File: src/rtl/fetch_unit.sv
// Dual-issue instruction fetch: owns the PC, issues one 64-bit read at a time,
// and forwards each returned pair with its PC and a discard flag to ID.
module fetch_unit #(
  parameter logic [31:0] RESET_PC = 32'hBFC0_0000
) (
  input  logic        clk,
  input  logic        resetn,
  input  logic        flush_i,
  input  logic [31:0] flush_pc_i,
  input  logic [32:0] br_bus_i,
  input  logic        fifo_full_i,
  input  logic        stall_i,
  output logic        inst_req_o,
  output logic [31:0] inst_addr_o,
  input  logic        inst_addr_ok_i,
  input  logic        inst_data_ok_i,
  input  logic [63:0] inst_rdata_i,
  output logic [33:0] if_to_id_bus_o,
  output logic [63:0] inst_rdata_o
);

  typedef enum logic [1:0] {IDLE, REQ, WAIT} state_e;

  state_e      state_q, state_d;
  logic [31:0] pc_q, pc_d;
  logic [31:0] req_pc_q, req_pc_d;
  logic        cancel_q, cancel_d;
  logic        out_ce_q, out_ce_d;
  logic        out_disc_q, out_disc_d;
  logic [31:0] out_pc_q, out_pc_d;
  logic [63:0] out_data_q, out_data_d;

  logic        redirect;
  logic        stall;
  logic [31:0] target;

  assign redirect = flush_i | br_bus_i[32];
  assign target   = flush_i ? flush_pc_i : br_bus_i[31:0];
  assign stall    = stall_i | fifo_full_i;

  always_comb begin
    state_d    = state_q;
    pc_d       = pc_q;
    req_pc_d   = req_pc_q;
    cancel_d   = cancel_q;
    out_ce_d   = 1'b0;
    out_disc_d = 1'b0;
    out_pc_d   = '0;
    out_data_d = '0;
    inst_req_o = 1'b0;
    case (state_q)
      IDLE: begin
        if (!stall || redirect) state_d = REQ;
      end
      REQ: begin
        inst_req_o = 1'b1;
        if (inst_addr_ok_i) begin
          req_pc_d = pc_q;
          pc_d     = pc_q + 32'd8;
          state_d  = WAIT;
          // The pair just accepted belongs to the old path.
          if (redirect) cancel_d = 1'b1;
        end else if (stall && !redirect) begin
          state_d = IDLE;
        end
      end
      WAIT: begin
        if (inst_data_ok_i) begin
          cancel_d = 1'b0;
          // A flush in the return cycle drops the pair; a branch keeps it as the delay slot.
          if (!flush_i) begin
            out_ce_d   = 1'b1;
            out_disc_d = cancel_q;
            out_pc_d   = req_pc_q;
            out_data_d = inst_rdata_i;
          end
          state_d = (!stall || redirect) ? REQ : IDLE;
        end else if (redirect) begin
          cancel_d = 1'b1;
        end
      end
      default: state_d = IDLE;
    endcase
    if (redirect) pc_d = target;
  end

  always_ff @(posedge clk) begin
    if (!resetn) begin
      state_q    <= IDLE;
      pc_q       <= RESET_PC;
      req_pc_q   <= '0;
      cancel_q   <= 1'b0;
      out_ce_q   <= 1'b0;
      out_disc_q <= 1'b0;
      out_pc_q   <= '0;
      out_data_q <= '0;
    end else begin
      state_q    <= state_d;
      pc_q       <= pc_d;
      req_pc_q   <= req_pc_d;
      cancel_q   <= cancel_d;
      out_ce_q   <= out_ce_d;
      out_disc_q <= out_disc_d;
      out_pc_q   <= out_pc_d;
      out_data_q <= out_data_d;
    end
  end

  assign inst_addr_o    = pc_q;
  assign if_to_id_bus_o = {out_disc_q, out_ce_q, out_pc_q};
  assign inst_rdata_o   = out_data_q;

endmodule

File: config.mk
export PLATFORM = sky130hd
export DESIGN_NAME = fetch_unit
export DESIGN_NICKNAME = d
export VERILOG_FILES = /design/src/rtl/fetch_unit.sv
export SDC_FILE = /design/constraint.sdc
export NUM_CORES = 1
export LEC_CHECK = 0
export ABC_AREA = 1
export CORE_MARGIN = 4
export CORE_UTILIZATION = 40
export DETAILED_ROUTE_END_ITERATION = 6
export GPL_TIMING_DRIVEN = 0
export PLACE_DENSITY = 0.76
export SLEW_MARGIN = 10
export SYNTH_ARGS = -nofsm -noshare
export SYNTH_HDL_FRONTEND = slang
export SYNTH_SLANG_ARGS = --single-unit
File: constraint.sdc
create_clock -name clk -period 3.5 [get_ports clk]
set_input_delay 0.875 -clock clk [delete_from_list [all_inputs] [get_ports clk]]
set_output_delay 0.875 -clock clk [all_outputs]
set_load 0.005 [all_outputs]
==> impl_metrics.ini, run 1 <==
[global_route]
antenna_found_initial = 0
overflow = 0
grt_pass1_vias = 5984
grt_usage_pct = 23.5
grt_pass1_wl_um = 32900
grt_max_degree = 19

[cells_and_area]
layout_common_cells = clkdlybuf4s50_1, dfxtp_1, nand2_1
drive_gt1_share_pct = 6.10
fin_util_pct = 64.2
nets = 1272
layout_commonest_cell = clkdlybuf4s50_1
areaGrowthSynthToFinish_pct = 55.1
antenna_cells = 0
fill_cells = 1364

[sta]
finalCriticalPeriod_ns = 2.43
fin_setup_tns_ns = 0
timing_hold_violations_final = 0
grt_setup_unrepaired = false
finalSetupViolations = 0
worst_slew_pin_slew_ns = 0.592
skew_ns = 0.0165
finalCritPeriodShare_pct = 69.5
fmax_ghz = 0.411
slew_viol_final = 0
setup_ws_ns = 1.07
maxSlewHeadroom_pct = 60.5

[setup_path]
start_kind = input pin
path_max_fanout = 10
arrival_ns = 2.79
crit_type = in -> reg
cp.required_ns = 3.86
worstSetupEndpointType = flop

[cts]
clk_pin_slew_ns = 0.07
cts_tree = done
post_cts_resized = 0
cts_buffer_depth = 2
numCtsBuffers = 17
htree_levels = 4
cts_setup_buffers = 0
cts_root_buffer = clkbuf_16
cts_hold_buf = 0
insertion_delay_ns = 0.43
cts_sinks = 165

[floorplanning]
fp.coreArea_um2 = 15400
chipWidth_um = 134
start_util_pct = 41.4
die-area_um2 = 18000
pin_count = 267
row_count = 45
die_h_um = 134

[route]
drc = 0
wl_per_cell_um = 16.1
drtAntennaViolNets = 0
drt-total-wl_um = 21800
vias = 6389
drt-pass1-iter-count = 5
drtIter0Drc = 419
avgViaCountPerCell = 4.70

[logic_synthesis]
yosysUniqueCellTypes = 33
synth_area_um2 = 6360
synth_nets = 988
synth-seq-cells = 165
synth_cells = 851
seq_area_frac_synth_pct = 51.9
yosys_warnings = 0
syn_area_per_cell_um2 = 7.47

[place]
port_buffers = 265
place_congestion = 0.935
hpwl_um = 17500
pre_cts_slack_ns = 0.650

[status]
outcome = complete, no violations

[flow_run]
max_cap_violations = 0

[power]
leakagePower_nw = 4.15
peakVddDrop_mv = 0.334
power_density_nw_per_um2 = 442
p_total_mw = 4.36

[min_path]
min_path_type = reg -> reg
==> state kept, by name (all words and copies together), names as in the netlist <==
register,flops
state_q,2
cancel_q,1
inst_rdata_o,64
out_pc_q,32
req_pc_q,32
out_ce_q,1
out_disc_q,1
inst_addr_o,32
==> layout make-up <==
type	count	area (µm²)	share of cell area (%)
timing repair buffer	265	2650	26.9
sequential	165	3300	33.5
inverter	141	529	5.37
clock buffer	17	425	4.31
multi-input combinational	505	2340	23.7
clock inverter	15	160	1.62
tap	211	264	2.68
buffer	40	186	1.89
==> where the power goes <==
part           total (mW)  internal [mW]  switching (mW)
clock                1.82          0.954           0.862
combinational       0.523          0.287           0.236
sequential           2.02           1.95          0.0713
==> worst max-delay path, cell delays in order <==
cell and delay [ns]:
clkdlybuf4s50_1 0.49, clkbuf_1 0.47, clkbuf_1 0.52, o221ai_1 0.28
nor2_1 0.14
==> routing by layer <==
metal | track usage [%] | wire, µm
met1 | 27.1 | 8750
met2 | 43.7 | 11200
met3 | 6.75 | 1730
met4 | 4.24 | 130
met5 | 0 | 0
==> cells by family (layout without fill, tap and decap cells) <==
kind of cell,after synthesis,count (layout),synth area share [%]
and+or+nand+nor,344,344,22.3
buffers and inverters,181,478,11.3
DFF,165,165,51.9
AOI/OAI and AO/OA,160,160,14.4
adders and majority gates,1,1,0.197
==> synthesized netlist by cell type, drive strengths merged <==
cell type | count | area share (%)
o21ai | 65 | 5.1
o21bai | 3 | 0.35
nor3b | 1 | 0.12
a22o | 6 | 0.83
nand3 | 23 | 1.9
a21oi | 50 | 3.9
buf | 18 | 1.6
o221ai | 1 | 0.14
nand4 | 4 | 0.39
nand3b | 4 | 0.47
ha | 1 | 0.20
o22ai | 1 | 0.098
o31ai | 1 | 0.12
or2 | 3 | 0.30
a22oi | 21 | 2.5
o21a | 2 | 0.24
nor3 | 3 | 0.24
nand2 | 153 | 9.2
o2111ai | 1 | 0.14
dfxtp | 165 | 52
a31oi | 8 | 0.79
nor2 | 153 | 9.6
a41oi | 1 | 0.14
inv | 141 | 8.3
clkbuf | 22 | 1.3
==> final timing paths <==
| check | cells after the start | endpoint | slack, ns | start |
|---|---|---|---|---|
| worst max-delay path | 5 | inst_addr_o[3]$_SDFFE_PN0P_ | 1.07 | resetn |
| worst min-delay path | 2 | out_disc_q$_SDFF_PP0_ | 0.43 | cancel_q$_SDFFE_PN0P_ |
| worst max register to register | 12 | inst_addr_o[27]$_SDFFE_PN1P_ | 1.37 | inst_addr_o[3]$_SDFFE_PN0P_ |
| worst min register to register | 2 | out_disc_q$_SDFF_PP0_ | 0.43 | cancel_q$_SDFFE_PN0P_ |
==> per-stage QoR <==
stage,cells,hold WS [ns],area [µm²]
CTS,1359,0.431,9860
finish,1359,0.433,9860
global route,1359,0.450,9860
global placement,1327,0.425,9280
detailed placement,1327,0.423,9280
floorplan,851,0.408,6360
Note: power is estimated with default switching activity, not from simulation.
==> run 2: changes to the inputs <==
- clock period: 3.5 -> 2.5 ns (I/O delays scaled with it)
==> results of run 2 <==
The final DEF is identical to that of run 1. Status: complete, no violations.
Main changes from that run: setup slack after placement 0.650 ns -> -0.100 ns; setup slack after layout 1.07 ns -> 0.317 ns; register-to-register setup slack 1.37 ns -> 0.37 ns; total power 4.36 mW -> 6.10 mW; worst IR drop on VDD 0.334 mV -> 0.468 mV
